<file path="src/rtl/stack_eval_core_if.sv">
// rtl/stack_eval_core_if.sv - token/answer bus between the token state machine and the calculator
interface stack_eval_core_if #(parameter int WIDTH = 32);
   logic             clear;
   logic             strobe;
   logic             is_op;
   logic [WIDTH-1:0] token;
   logic             ready;
   logic             answer_valid;
   logic [WIDTH-1:0] answer;
   logic             error;
   logic [2:0]       state_dbg;

   modport master (
      output clear, strobe, is_op, token,
      input  ready, answer_valid, answer, error, state_dbg
   );

   modport slave (
      input  clear, strobe, is_op, token,
      output ready, answer_valid, answer, error, state_dbg
   );
endinterface

</file>
<file path="src/rtl/stack_eval_core.sv">
// rtl/stack_eval_core.sv - shunting-yard infix calculator with operand and operator stacks
module stack_eval_core #(
   parameter int WIDTH = 32,
   parameter int DEPTH = 4
) (
   input  logic           clk,
   input  logic           reset_n,
   stack_eval_core_if.slave bus
);
   localparam int AW = (DEPTH > 1) ? $clog2(DEPTH) : 1;
   localparam int CW = $clog2(DEPTH + 1);
   localparam logic [CW-1:0] FULL = CW'(DEPTH);

   typedef enum logic [2:0] {
      IDLE   = 3'd0,
      RED_OP = 3'd1,
      RED_EQ = 3'd2,
      DONE   = 3'd3,
      ERR    = 3'd4
   } state_t;

   typedef enum logic [1:0] {
      OP_ADD = 2'd0,
      OP_SUB = 2'd1,
      OP_MUL = 2'd2
   } op_t;

   state_t           state, state_d;
   logic [WIDTH-1:0] opnd [DEPTH];
   op_t              ops  [DEPTH];
   logic [CW-1:0]    opnd_cnt, op_cnt;
   logic             expect_num;
   op_t              pend_op, tok_op, top_op;
   logic [WIDTH-1:0] answer_q;
   logic [WIDTH-1:0] opnd_a, opnd_b, red_val;
   logic [AW-1:0]    idx_a, idx_b, idx_o;
   logic             tok_op_valid, can_reduce, top_binds;
   logic             push_num, latch_op, push_op, reduce, load_ans;

   assign idx_b  = AW'(opnd_cnt - CW'(1));
   assign idx_a  = AW'(opnd_cnt - CW'(2));
   assign idx_o  = AW'(op_cnt - CW'(1));
   assign opnd_a = opnd[idx_a];
   assign opnd_b = opnd[idx_b];
   assign top_op = ops[idx_o];

   // Guarding the reduce on stack depth turns an impossible underflow into ERR.
   assign can_reduce = (opnd_cnt >= CW'(2)) && (op_cnt != '0);
   // Only '*' outranks; equal precedence reduces first for left associativity.
   assign top_binds  = (op_cnt != '0) && ((top_op == OP_MUL) || (pend_op != OP_MUL));

   always_comb begin
      red_val = opnd_a + opnd_b;
      case (top_op)
         OP_SUB:  red_val = opnd_a - opnd_b;
         OP_MUL:  red_val = opnd_a * opnd_b;
         default: red_val = opnd_a + opnd_b;
      endcase
   end

   always_comb begin
      tok_op_valid = 1'b1;
      tok_op       = OP_ADD;
      case (bus.token[3:0])
         4'hA:    tok_op = OP_ADD;
         4'hB:    tok_op = OP_SUB;
         4'hC:    tok_op = OP_MUL;
         default: tok_op_valid = 1'b0;
      endcase
   end

   always_comb begin
      state_d  = state;
      push_num = 1'b0;
      latch_op = 1'b0;
      push_op  = 1'b0;
      reduce   = 1'b0;
      load_ans = 1'b0;
      if (bus.clear) begin
         state_d = IDLE;
      end else begin
         case (state)
            IDLE: begin
               if (bus.strobe) begin
                  if (!bus.is_op) begin
                     if (expect_num && (opnd_cnt != FULL)) push_num = 1'b1;
                     else                                  state_d  = ERR;
                  end else if (bus.token[3:0] == 4'hE) begin
                     state_d = expect_num ? ERR : RED_EQ;
                  end else if (!tok_op_valid || expect_num) begin
                     state_d = ERR;
                  end else begin
                     latch_op = 1'b1;
                     state_d  = RED_OP;
                  end
               end
            end
            RED_OP: begin
               if (top_binds) begin
                  if (can_reduce) reduce  = 1'b1;
                  else            state_d = ERR;
               end else if (op_cnt == FULL) begin
                  state_d = ERR;
               end else begin
                  push_op = 1'b1;
                  state_d = IDLE;
               end
            end
            RED_EQ: begin
               if (op_cnt != '0) begin
                  if (can_reduce) reduce  = 1'b1;
                  else            state_d = ERR;
               end else if (opnd_cnt == '0) begin
                  state_d = ERR;
               end else begin
                  load_ans = 1'b1;
                  state_d  = DONE;
               end
            end
            DONE:    state_d = DONE;
            ERR:     state_d = ERR;
            default: state_d = ERR;
         endcase
      end
   end

   always_ff @(posedge clk or negedge reset_n) begin
      if (!reset_n) begin
         state      <= IDLE;
         opnd_cnt   <= '0;
         op_cnt     <= '0;
         expect_num <= 1'b1;
         pend_op    <= OP_ADD;
         answer_q   <= '0;
      end else begin
         state <= state_d;
         if (bus.clear) begin
            opnd_cnt   <= '0;
            op_cnt     <= '0;
            expect_num <= 1'b1;
            pend_op    <= OP_ADD;
            answer_q   <= '0;
         end else begin
            if (push_num) begin
               opnd_cnt   <= opnd_cnt + CW'(1);
               expect_num <= 1'b0;
            end
            if (latch_op) pend_op <= tok_op;
            if (push_op) begin
               op_cnt     <= op_cnt + CW'(1);
               expect_num <= 1'b1;
            end
            if (reduce) begin
               opnd_cnt <= opnd_cnt - CW'(1);
               op_cnt   <= op_cnt - CW'(1);
            end
            if (load_ans) answer_q <= opnd_b;
         end
      end
   end

   // Stack contents need no reset: the counters alone define what is live.
   always_ff @(posedge clk) begin
      if (push_num) opnd[AW'(opnd_cnt)] <= bus.token;
      if (reduce)   opnd[idx_a]         <= red_val;
      if (push_op)  ops[AW'(op_cnt)]    <= pend_op;
   end

   assign bus.ready        = (state == IDLE);
   assign bus.answer_valid = (state == DONE);
   assign bus.error        = (state == ERR);
   assign bus.answer       = answer_q;
   assign bus.state_dbg    = state;
endmodule
</file>
<file path="src/flat_wrapper.sv">
// flat-port wrapper written by rule: the top's interface ports become plain ports
module stack_eval_core_flat 
#(
   parameter int WIDTH = 32,
   parameter int DEPTH = 4
)
  (clk, reset_n, bus_clear, bus_strobe, bus_is_op, bus_token, bus_ready, bus_answer_valid, bus_answer, bus_error, bus_state_dbg);
  stack_eval_core_if #(.WIDTH(WIDTH)) bus_i ();
  input  logic clk;
  input  logic reset_n;
  input wire logic [$bits(bus_i.clear)-1:0] bus_clear;
  input wire logic [$bits(bus_i.strobe)-1:0] bus_strobe;
  input wire logic [$bits(bus_i.is_op)-1:0] bus_is_op;
  input wire logic [$bits(bus_i.token)-1:0] bus_token;
  output wire logic [$bits(bus_i.ready)-1:0] bus_ready;
  output wire logic [$bits(bus_i.answer_valid)-1:0] bus_answer_valid;
  output wire logic [$bits(bus_i.answer)-1:0] bus_answer;
  output wire logic [$bits(bus_i.error)-1:0] bus_error;
  output wire logic [$bits(bus_i.state_dbg)-1:0] bus_state_dbg;
  assign bus_i.clear = bus_clear;
  assign bus_i.strobe = bus_strobe;
  assign bus_i.is_op = bus_is_op;
  assign bus_i.token = bus_token;
  assign bus_ready = bus_i.ready;
  assign bus_answer_valid = bus_i.answer_valid;
  assign bus_answer = bus_i.answer;
  assign bus_error = bus_i.error;
  assign bus_state_dbg = bus_i.state_dbg;
  stack_eval_core #(.WIDTH(WIDTH), .DEPTH(DEPTH)) u_core (.clk(clk), .reset_n(reset_n), .bus(bus_i));
endmodule
</file>
<file path="config.mk">
export PLATFORM = sky130hd
export DESIGN_NAME = stack_eval_core_flat
export DESIGN_NICKNAME = d
export VERILOG_FILES = /design/src/rtl/stack_eval_core_if.sv /design/src/rtl/stack_eval_core.sv /design/src/flat_wrapper.sv
export SDC_FILE = /design/constraint.sdc
export NUM_CORES = 2
export LEC_CHECK = 0
export ABC_AREA = 1
export ABC_CLOCK_PERIOD_IN_PS = 9450
export CAP_MARGIN = 20
export CORE_ASPECT_RATIO = 1.4
export CORE_MARGIN = 2
export CORE_UTILIZATION = 65
export CTS_CLUSTER_DIAMETER = 40
export DETAILED_ROUTE_END_ITERATION = 7
export PLACE_DENSITY_LB_ADDON = 0.1
export SLEW_MARGIN = 20
export SYNTH_ARGS = -nofsm -noshare
export SYNTH_HDL_FRONTEND = slang
export SYNTH_SLANG_ARGS = --single-unit
</file>
<file path="constraint.sdc">
create_clock -name clk -period 9.45 [get_ports clk]
set_input_delay 1.89 -clock clk [delete_from_list [all_inputs] [get_ports clk]]
set_output_delay 1.89 -clock clk [all_outputs]
set_load 0.03 [all_outputs]
</file>
Word level (Yosys, flattened, before mapping)
Memory sizes are Yosys's and may differ from the RTL's.
Cells that the tools add are included.
{"block": "word_totals", "reg_bits": 44, "out_inout_bits": 38, "n_memories": 2, "ramBits": 136}
{"memory": "u_core.opnd", "words": 4, "word_bits": 32, "rd": 2, "rd_ports_with_merged_regs": 0, "wr": 1, "line_no": "stack_eval_core.sv:29", "rtl": "logic [WIDTH-1:0] opnd [DEPTH];"}
{"memory": "u_core.ops", "words": 4, "word_bits": 2, "rd": 1, "rd_ports_with_merged_regs": 0, "wr": 1, "line_no": "stack_eval_core.sv:30", "rtl": "op_t ops [DEPTH];"}
{"block": "classes", "n_reduce_logical": 17, "eq_ne": 15, "muxes": 62, "mul": 1, "n_lt_le_gt_ge": 1, "addsub": 7}
{"cell": "2-to-1 mux 32 bit", "count": 3}
{"cell": "one-hot mux 32 bit (2 select lines)", "count": 1}
{"cell": "2-to-1 mux 3 bit", "count": 18}
{"cell": "2-to-1 mux 1 bit", "count": 34}
{"cell": "adder 32 bit", "count": 1}
{"cell": "multiplier 32 x 32 -> 32 bit", "count": 1}
{"cell": "OR reduction 32 bit", "count": 1}
{"cell": "subtractor 32 bit", "count": 1}
{"cell": "equality test 4 bit (second input constant)", "count": 4}
{"cell": "one-hot mux 3 bit (4 select lines)", "count": 1}
{"cell": "nonzero test 3 bit", "count": 4}
{"cell": "adder 3 x 1 -> 3 bit (second input constant)", "count": 2}
{"cell": "equality test 3 x 2 -> 1 bit (second input constant)", "count": 2}
{"cell": "equality test 3 bit (second input constant)", "count": 2}
{"cell": "logical NOT 3 bit", "count": 2}
{"cell": "2-to-1 mux 2 bit", "count": 3}
{"cell": "!= test 3 bit (second input constant)", "count": 2}
{"cell": "subtractor 3 x 1 -> 3 bit (second input constant)", "count": 2}
{"cell": "!= test 4 bit (second input constant)", "count": 1}
{"cell": "one-hot mux 2 bit (2 select lines)", "count": 1}
{"cell": "nonzero test 2 bit", "count": 2}
{"cell": "equality test 3 x 1 -> 1 bit (second input constant)", "count": 1}
{"cell": ">= comparator 3 x 2 -> 1 bit (second input constant)", "count": 1}
{"cell": "logical AND 1 bit", "count": 3}
{"cell": "other kinds (9)", "count": 10}

Logic depth before layout (Yosys ltp)
{"block": "logic_depth", "ltp_word": 13, "mapped_depth": 43}

Worst setup path before layout
Ideal clock, no wire load.
{"block": "synth_timing", "kind": "reg2reg", "start": "register u_core.opnd_cnt[0]", "end": "memory u_core.opnd[0][29], data pin", "path_stages_with_launch": 39, "setup_time_ps": 287, "slack_ps": 1109, "period_less_slack_ps": 8341, "required_time_ps": 9163, "t_arrival_ps": 8054, "cell_sequence": "dfrtp_1 -> inv_2 -> buf_6 -> buf_6 -> buf_6 -> ha_1 -> buf_2 -> buf_2 -> buf_2 -> nand3_1 -> nand2_1 -> buf_2 -> inv_1 -> clkbuf_1 -> nand2_1 -> fa_1 -> inv_1 -> fa_1 -> (+3 left out) -> inv_1 -> fa_1 -> inv_1 -> fa_1 -> inv_1 -> fa_1 -> fa_1 -> ha_1 -> nand2_1 -> nor4_1 -> nand4_1 -> nand3_1 -> a21o_1 -> a21oi_1 -> o21ai_0 -> a21oi_1 -> o21ai_0 -> a31oi_1"}
{"block": "synth_between", "elab_chain_len": 10}
{"item": "start: declaration", "line_no": "stack_eval_core.sv:31", "rtl": "logic [CW-1:0] opnd_cnt, op_cnt;"}
{"item": "start signal: assignment", "line_no": "stack_eval_core.sv:145", "rtl": "opnd_cnt <= opnd_cnt + CW'(1);"}
{"item": "start signal: assignment", "line_no": "stack_eval_core.sv:154", "rtl": "opnd_cnt <= opnd_cnt - CW'(1);"}
{"item": "branches (longest 9 deep; another with memory (4 x 32 bit))"}
{"item": "2-to-1 mux 32 bit (no line) (*)"}
{"item": "end: declaration", "line_no": "stack_eval_core.sv:29"}
Every way passes the cells marked *.

Worst setup path after layout
{"block": "layout_timing", "start": "register u_core.opnd_cnt[0]", "end": "memory u_core.opnd[2][24], data pin"}
Same word-level chain as after synthesis.

==> metrics.csv <==
metric,value,unit
CTS root buffer,clkbuf_16,
WL final,102,mm
Core Area,0.0413,mm2
routed vias,25400,
total iterations of the first detailed-routing run,6,
die width,177,um
TritonCTS buffer count,17,
Synth top cells by count,"792 x nand2_1, 590 x inv_1, 440 x nor2_1",
total clock sinks,180,
Gate Count Post-Synth,3444,
P&R area growth vs syn,8.16,%
clk slew on worst S/H paths,80,ps
PortBufs,74,
total track usage,48.7,%
initial antenna violation count,3,
via/cell ratio,6.26,
antenna-violating nets left,0,
fillcell total,3255,
post-CTS setup buffer count,0,
FF+latch area,0.00519,mm2
final setup TNS,0,ps
Yosys top cell by area,fa_1,
CP Launch Point,u_core.opnd_cnt[0],
crit-path leading delay family,adder cells,
Period minus WS final,9150,ps
Post-synth EDFFs,136,
Placer Congestion,1.10,
syn_nets,4055,
Setup CP Type,reg -> reg,
Clock Tree Buf Depth,2,
Clock Skews,28.1,ps
status,completed,
worst r2r src,u_core.opnd_cnt[0],
setup violation total in the final timing report,0,
DRC errors left,0,
"slowest stage delay, CP",530,ps
vias in the first global route,26400,
"count leader, synth",nand2_1,
dpl cell area,0.0288,mm2
synthesized area per cell,7.90,um2
"Design Area, Final",0.0294,mm2
Synth Cell Area,0.0272,mm2
Yosys reg bits,180,
DP HPWL,78.6,mm
largest net degree at the start of global routing,159,
full die area,0.0435,mm2
largest cells by area after synthesis,"fa_1 30%, edfxtp_1 15%, nand2_1 11%",
warnings from Yosys,0,
CP Capture Type,register,
sequential area share after synthesis,19.1,%
Worst-Margin Slew,1100,ps
CTS tree,built,
FMAX,0.109,GHz
RSZ-0062 raised after global routing,no,
Initial Utilization,65.9,%
fin crit share,96.8,%
DR iter-0 viols,3068,
post-synth top area share,30.1,%
Cell variety after synth,51,
critical path's most frequent cell,fa_1,
Hold Path Origin,u_core.op_cnt[2],
max cap viols,0,
first-pass GRT wire length,154,mm
Worst Path Arrival,9350,ps
"FFs w/ async S/R, synth",24.4,%
fin nets,4109,
Chip Height,246,um
final hold violation count,0,
FP Rows,88,
CP Data Required Time,9650,ps
CP bufs+invs,8,
slowest cell on the critical path,fa_1,
total I/O pin count,75,
post-DR wirelength/cell,25.2,um
H-tree lvl count,4,
Worst-Skew Late Latency,490,ps
Multi-input gate area,0.0191,mm2
crit start category,register,
share of cells above drive strength 1,5.70,%
grt ovf,0,
Slew Limit Headroom,26.7,%
Hold Path Class,reg -> reg,
"Primary FF master, synth",edfxtp_1,
CP Max Fanout,21,
Pins Over Slew Limit,0,
==> cell type report <==
| class | count | share of cell area (%) |
|---|---|---|
| Clock buffer | 17 | 1.45 |
| Timing Repair Buffer | 170 | 5.24 |
| Inverter | 622 | 7.96 |
| Clock inverter | 15 | 0.596 |
| Antenna cell | 2 | 0.0170 |
| Tap cell | 540 | 2.30 |
| Multi-Input combinational cell | 2507 | 64.8 |
| Sequential cell | 180 | 17.6 |
==> flip-flops by register name (all words and copies together) (netlist names) <==
register	flops
u_core.bus.answer	32
u_core.bus.state_dbg	3
u_core.expect_num	1
u_core.op_cnt	3
u_core.opnd	128
u_core.opnd_cnt	3
u_core.ops	8
u_core.pend_op	2
==> routing by layer <==
layer	track usage (%)	share of wire, %
met4	42.7	11
met1	55.1	32
met3	16.1	13
met2	73.7	44
met5	0	0
==> cell usage in the layout, fill, tap and decap left out, types with 22 or more instances in the layout <==
cell type / n
nand2_1: 790
inv_1: 589
nor2_1: 434
fa_1: 409
ha_1: 165
a21oi_1: 159
nand3_1: 150
o21ai_0: 140
edfxtp_1: 136
buf_4: 91
clkdlybuf4s50_1: 73
xor2_1: 43
dfrtp_1: 42
o211ai_1: 34
a31oi_1: 27
nor3_1: 22
==> worst register-to-register path: cells and delay by family (launching register included) <==
| kind | cells | cell delay, ps |
|---|---|---|
| buffers and inverters | 8 | 1140 |
| DFF | 1 | 440 |
| and+or+nand+nor | 7 | 1090 |
| AOI/OAI and AO/OA | 5 | 1650 |
| xor gates and xnor gates | 1 | 410 |
| adders and majority gates | 10 | 4160 |
==> logic make-up (layout without fill, tap and decap cells) <==
family | Yosys count | count (layout) | synth area share [%]
XOR/XNOR | 66 | 66 | 2.21
AND/OR/NAND/NOR | 1461 | 1461 | 21.6
buffers and inverters | 757 | 824 | 11.0
AO/OA/AOI/OAI | 405 | 405 | 8.34
multiplexers | 1 | 1 | 0.0506
flip-flops | 180 | 180 | 19.1
other | 0 | 2 | 0
adder cells (fa/ha/maj) | 574 | 574 | 37.7
==> worst paths after layout <==
kind,end,slack (ps),cells past startpoint
min in group asynchronous,u_core.pend_op[0],1430,1
setup / recovery,u_core.opnd[2][24],300,31
setup reg to reg,u_core.opnd[2][24],300,31
hold reg to reg,u_core.op_cnt[2],490,1
hold / removal,u_core.op_cnt[2],490,1
max in group asynchronous,u_core.opnd_cnt[0],7550,1
==> stage by stage <==
stage | instances | hold WS [ps] | setup WS, ps | util, %
2_1_floorplan | 3444 | 440 | 1110 | -
4_1_cts | 4051 | 485 | 395 | 71.2
3_5_place_dp | 4019 | 474 | 432 | 69.7
6_report | 4053 | 485 | 301 | 71.2
5_1_grt | 4051 | 537 | 36.7 | 71.2
3_3_place_gp | 4015 | 466 | 516 | 69.5
==> what timing repair did <==
item                                    CTS  global route
hold buffers                              0             0
endpoints found under the hold margin     0             0
gates resized for setup                   0             5
endpoints found under the setup margin    0            12
Power is left out: the tool's default activity adds up to more than one toggle a clock period on the data nets, which glitch-free logic cannot reach.
